### src/rtl/pipe_ctrl.sv
// rtl/pipe_ctrl.sv - central stall/flush controller for the five-stage core
module pipe_ctrl #(
    parameter int MDU_CYCLES = 4
) (
    input  logic        clk,
    input  logic        rst,
    input  logic        if_busy,
    input  logic        mem_busy,
    input  logic        ld_use,
    input  logic        ex_redirect,
    input  logic        ex_mdu_start,
    output logic [1:0]  stall_pc,
    output logic [1:0]  stall_if_id,
    output logic [1:0]  stall_id_ex,
    output logic [1:0]  stall_ex_mem,
    output logic [1:0]  stall_mem_wb,
    output logic        if_drop,
    output logic        mdu_done,
    output logic [63:0] stall_count
);

    localparam int CNT_W = $clog2(MDU_CYCLES);

    localparam logic [1:0] NEXT = 2'b00;
    localparam logic [1:0] KEEP = 2'b01;
    localparam logic [1:0] ZERO = 2'b10;

    localparam logic [0:0] IDLE = 1'b0;
    localparam logic [0:0] BUSY = 1'b1;

    logic [0:0]       mstate_q, mstate_d;
    logic [CNT_W-1:0] cnt_q, cnt_d;
    logic             drop_pending_q, drop_pending_d;
    logic [63:0]      stall_count_q, stall_count_d;
    logic             mdu_stall;

    always_comb begin
        mstate_d       = mstate_q;
        cnt_d          = cnt_q;
        drop_pending_d = drop_pending_q;
        stall_pc       = NEXT;
        stall_if_id    = NEXT;
        stall_id_ex    = NEXT;
        stall_ex_mem   = NEXT;
        stall_mem_wb   = NEXT;
        if_drop        = 1'b0;
        mdu_done       = 1'b0;

        mdu_stall = ((mstate_q == IDLE) && ex_mdu_start) ||
                    ((mstate_q == BUSY) && (cnt_q != '0));

        // The MDU sequencer is frozen for the whole duration of a MEM stall.
        if (!mem_busy) begin
            if (mstate_q == IDLE) begin
                if (ex_mdu_start) begin
                    mstate_d = BUSY;
                    cnt_d    = CNT_W'(MDU_CYCLES - 2);
                end
            end else if (cnt_q != '0) begin
                cnt_d = cnt_q - CNT_W'(1);
            end else begin
                mstate_d = IDLE;
                mdu_done = 1'b1;
            end
        end

        if (mem_busy) begin
            stall_pc     = KEEP;
            stall_if_id  = KEEP;
            stall_id_ex  = KEEP;
            stall_ex_mem = KEEP;
            stall_mem_wb = ZERO;
        end else if (mdu_stall) begin
            stall_pc     = KEEP;
            stall_if_id  = KEEP;
            stall_id_ex  = KEEP;
            stall_ex_mem = ZERO;
        end else if (ex_redirect) begin
            stall_if_id    = ZERO;
            stall_id_ex    = ZERO;
            drop_pending_d = drop_pending_q | if_busy;
        end else if (drop_pending_q && !if_busy) begin
            // Stale wrong-path fetch lands now: discard it and hold the new PC.
            if_drop        = 1'b1;
            stall_pc       = KEEP;
            stall_if_id    = ZERO;
            drop_pending_d = 1'b0;
        end else if (ld_use) begin
            stall_pc    = KEEP;
            stall_if_id = (drop_pending_q && if_busy) ? ZERO : KEEP;
            stall_id_ex = ZERO;
        end else if (if_busy) begin
            stall_pc    = KEEP;
            stall_if_id = ZERO;
        end

        stall_count_d = stall_count_q + {63'd0, (stall_pc != NEXT)};

        if (rst) begin
            stall_pc     = ZERO;
            stall_if_id  = ZERO;
            stall_id_ex  = ZERO;
            stall_ex_mem = ZERO;
            stall_mem_wb = ZERO;
            if_drop      = 1'b0;
            mdu_done     = 1'b0;
        end
    end

    always_ff @(posedge clk) begin
        if (rst) begin
            mstate_q       <= IDLE;
            cnt_q          <= '0;
            drop_pending_q <= 1'b0;
            stall_count_q  <= 64'd0;
        end else begin
            mstate_q       <= mstate_d;
            cnt_q          <= cnt_d;
            drop_pending_q <= drop_pending_d;
            stall_count_q  <= stall_count_d;
        end
    end

    assign stall_count = stall_count_q;

endmodule

### config.mk
export PLATFORM = sky130hd
export DESIGN_NAME = pipe_ctrl
export DESIGN_NICKNAME = d
export VERILOG_FILES = /design/src/rtl/pipe_ctrl.sv
export SDC_FILE = /design/constraint.sdc
export NUM_CORES = 1
export LEC_CHECK = 0
export CORE_ASPECT_RATIO = 0.5
export CORE_UTILIZATION = 49
export DETAILED_ROUTE_END_ITERATION = 6
export PLACE_DENSITY_LB_ADDON = 0.12
export SLEW_MARGIN = 15
export SYNTH_ARGS = -nofsm -noshare
export SYNTH_HDL_FRONTEND = slang
export SYNTH_SLANG_ARGS = --single-unit
### constraint.sdc
create_clock -name clk -period 3.7 [get_ports clk]
set_input_delay 1.11 -clock clk [delete_from_list [all_inputs] [get_ports clk]]
set_output_delay 1.11 -clock clk [all_outputs]
set_load 0.02 [all_outputs]
After elaboration in Yosys (flattened, before gate mapping) --
Cells that the tools add are included.
Word-level totals: word-level logic and storage cells 66, flip-flop bits (word level) 68
Cells by class: reductions and logical operators 12, $add $sub $neg 2, bitwise gates (word level) 4, mux-type cells 43, eq/ne operators 1
Operator list (count):
- 64-bit by 1-bit adder with 64-bit output | 1
- 2-bit two-way mux | 23
- 1-bit two-way mux | 20
- 2-bit nonzero test | 4
- 3-bit AND reduction | 2
- 1-bit logical AND | 4
- 1-bit inverter | 3
- 2-bit by 1-bit != test with 1-bit output (second input constant) | 1
- 2-bit by 1-bit subtractor with 2-bit output (second input constant) | 1
- 1-bit logical NOT | 1
- 1-bit logical OR | 1
- 1-bit bitwise OR | 1

Longest topological paths before layout --
depth in word-level cells 8, gate-level depth with buffers 13

Worst setup path after synthesis --
OpenSTA, ideal clock, no wires.
path type in2out, from input port ex_mdu_start, to output port stall_if_id[1], data arrival time 2328 ps, buffers on the path 0, slack 262 ps, required time 2590 ps, stages on the path 4, path through or2_2 -> a21oi_1 -> a21oi_1 -> a21oi_1
On the way: word-level cells in the longest chain between the ends 5
RTL lines:
- from (decl) | line 11 | input logic ex_mdu_start,
- 1-bit logical AND | line 49 | mdu_stall = ((mstate_q == IDLE) && ex_mdu_start) ||
- 1-bit logical OR | line 49
- 2-bit two-way mux | line 73 | end else if (mdu_stall) begin
- 2-bit two-way mux | line 67 | if (mem_busy) begin
- 2-bit two-way mux | line 99 | if (rst) begin
- to (decl) | line 13 | output logic [1:0] stall_if_id,
Every way passes these cells.

Worst setup path after layout --
from input port mem_busy, to output port stall_mem_wb[1]
On the way: word-level cells in the longest chain between the ends 2
RTL lines:
- from (decl) | line 8 | input logic mem_busy,
- 2-bit two-way mux | line 67
- 2-bit two-way mux | line 99
- to (decl) | line 16 | output logic [1:0] stall_mem_wb,
Every way passes these cells.

==> key figures <==
Place
  • Port Buf Inserts: 81
  • Routability cong.: 0.872
  • Placed Cells: 578
  • HPWL Detailed: 6.01 mm

Timing
  • Highest Clock Rate: 275 MHz
  • Final hold vios: 0
  • Final setup fails: 0
  • Hold Slack: 0.509 ns
  • Final period utilization: 98.3%
  • RSZ-0062 raised after global routing: true
  • Max Slew Vio Count: 0
  • Setup Skew: 0.00459 ns
  • Slew HR: 60.2%
  • Worst-Margin Slew: 0.592 ns
  • Tmin final: 3.64 ns

Clocking
  • Root Driver: clkbuf_16
  • Number of hold buffers added after CTS: 0
  • Clock-pin slew on the worst setup and hold paths: 0.05 ns
  • Num CTS Buffers: 9
  • Clock Sinks: 68
  • Worst skew pair latency: 0.33 ns
  • CTS H-tree depth: 3
  • Clock Path Buffers: 2
  • CTS tree: done

Worst setup path
  • Worst setup EP type: primary output
  • Crit path largest cell delay: 0.54 ns
  • Critical path class: primary input to primary output
  • WP data required: 2.59 ns
  • WP buf/inv: 3
  • Crit path DAT: 2.53 ns
  • Worst path slowest cell: clkdlybuf4s50_1
  • Critical path fanouts, max: 5
  • Crit-path most repeated cell: clkdlybuf4s50_1
  • Startpoint types: primary input
  • Worst-path cell chain: clkdlybuf4s50_1, buf_4, or2_2, clkdlybuf4s50_1
  • Delay-heaviest family, CP: buffers and inverters

Drt
  • Via Count: 3289
  • Final WL: 8.56 mm
  • Via density per instance: 5.53
  • Wire per inst: 14.4 um
  • DR iter-0 viols: 236
  • Remaining antenna violation count: 0
  • TritonRoute pass-1 iters: 4
  • Drc violations: 0

Finish
  • Layout cells sized above 1: 10.7%
  • Non-Filler Instances: 595
  • Area Overhead vs Synth: 37.2%
  • Commonest non-fill, non-tap cell in the layout: clkdlybuf4s50_1
  • Ant diodes: 0
  • Most frequent cells in the layout: clkdlybuf4s50_1 (72), dfxtp_1 (68), nor2_1 (53), nand4_1 (32)
  • Layout filler cell count: 507
  • Nets: 512

Status
  • Outcome: finished clean

Synthesis
  • Post-synth EDFFs: 0
  • Combinational family with the most area after synthesis: simple AND/OR/NAND/NOR gates
  • #FFs+latches synth: 68
  • Post-synth cell types: 38
  • Syn Area/Cell: 8.23 sq um
  • Xor and xnor area share after synthesis: 10.2%
  • Post-synthesis compound-gate area fraction: 9.70%
  • Async S/R FF share, synth: 0%
  • Most used DFF post-synth: dfxtp_1
  • Post-Synth Simple-Gate Area: 34.0%
  • Adder-Cell Fraction of Synth Area: 1.12%
  • Mux cell area share after synthesis: 0%
  • Post-Synthesis Net Count: 416
  • Seq/Total Area, Yosys: 40.7%
  • Mapped Cells: 406
  • Cell area after synthesis: 3340 sq um
  • Syn. warnings: 0

Die
  • Die area: 7170 sq um
  • Initial Utilization: 52.8%
  • Chip Width: 119 um
  • Core region area: 6330 sq um
  • Row cnt: 20
  • Die H: 60.4 um
  • Top-level I/O count: 83

Global routing
  • GRT Util Overall: 24.5%
  • Largest net degree at the start of global routing: 39
  • Vias in the first global route: 3058
  • Antenna violations before repair: 0
  • Global-route wire length before repair: 13.7 mm
  • Remaining global-route overflow: 0

Power and ir drop
  • Worst vdd ir: 0.208 mV
  • Power density over cell area: 352 nW/um^2
  • LEAKAGE: 1.61 nW

Flow run
  • Max cap viols: 0

Worst hold path
  • Hold Path Class: flip-flop to flip-flop
==> per-layer routing <==
metal	vias to the layer above	global-route usage (%)	wire (um)
li1	1623	-	-
met1	1559	29.2	3850
met2	96	42.2	4070
met3	11	8.55	540
met4	0	9.22	99
met5	-	0	0
==> layout make-up <==
| type | instances | area, sq um | share of cell area, % |
|---|---|---|---|
| multi-input cells | 305 | 1850 | 40.3 |
| inverters | 16 | 60.1 | 1.31 |
| repair buffers | 102 | 942 | 20.6 |
| flip-flops and latches | 68 | 1360 | 29.7 |
| clock inverters | 2 | 10.0 | 0.218 |
| clock buffers | 14 | 254 | 5.54 |
| well taps | 88 | 110 | 2.40 |
==> worst paths after layout <==
path	from	to	slack (ns)	cells past startpoint
worst min-delay path	stall_count[63]$_SDFF_PP0_	stall_count[63]$_SDFF_PP0_	0.51	2
worst max register to register	cnt_q[0]$_SDFFE_PP0P_	stall_count[48]$_SDFF_PP0_	0.75	14
worst min register to register	stall_count[63]$_SDFF_PP0_	stall_count[63]$_SDFF_PP0_	0.51	2
worst max-delay path	mem_busy	stall_mem_wb[1]	0.06	4
==> where the power goes <==
part / switching (mW) / leakage, nW / internal (mW)
combinational: 0.0552 / 0.927 / 0.0459
clock: 0.295 / 0.131 / 0.470
sequential: 0.00892 / 0.549 / 0.740
total: 0.360 / 1.61 / 1.26
==> registers in the layout (all words and copies together) (netlist names) <==
register	count
stall_count	64
mstate_q	1
cnt_q	2
drop_pending_q	1
==> per-stage QoR <==
step | util (%) | setup WS [ns] | power [mW] | setup TNS, ns | instance area (sq um)
after global placement | 68.4 | -0.274 | 0.865 | -2.17 | 4330
after CTS | 72.4 | 0.000869 | 1.63 | 0 | 4580
final | 72.4 | 0.0632 | 1.62 | 0 | 4580
after detailed placement | 68.4 | -0.353 | 0.870 | -3.37 | 4330
after global routing | 72.4 | -0.00393 | 1.67 | -0.00393 | 4580
after floorplan | - | 0.262 | 0.820 | 0 | 3340
==> Yosys cell counts, drive strengths merged (7+ instances only) <==
cell type | count | area (sq um)
a21oi | 28 | 140
and3 | 7 | 43.8
clkbuf | 11 | 41.3
dfxtp | 68 | 1360
inv | 16 | 60.1
nand2 | 23 | 86.3
nand3 | 24 | 120
nand4 | 36 | 268
nor2 | 54 | 203
nor3 | 13 | 70.1
nor4 | 9 | 105
o21ai | 21 | 105
or3 | 18 | 113
xnor2 | 11 | 96.3
xor2 | 28 | 245
==> cells by family (layout without fill, tap and decap cells) <==
kind of cell | Yosys count | in the layout
AOI/OAI and AO/OA | 59 | 59
xor gates and xnor gates | 39 | 39
adders and majority gates | 3 | 3
buffers and inverters | 33 | 134
DFF | 68 | 68
other | 1 | 1
and+or+nand+nor | 203 | 203
==> repair_timing <==
item,4_1_cts,5_1_grt
buffers inserted,0,1
resized for setup,15,9
setup endpoints to repair,7,12
pin swaps,0,1
==> tightest hold or removal path, stage by stage (launching register included) <==
cell     delay (ns)
dfxtp_1        0.31
o21ai_0        0.08
a21oi_1        0.07
Power figures use the tool's default switching activity.
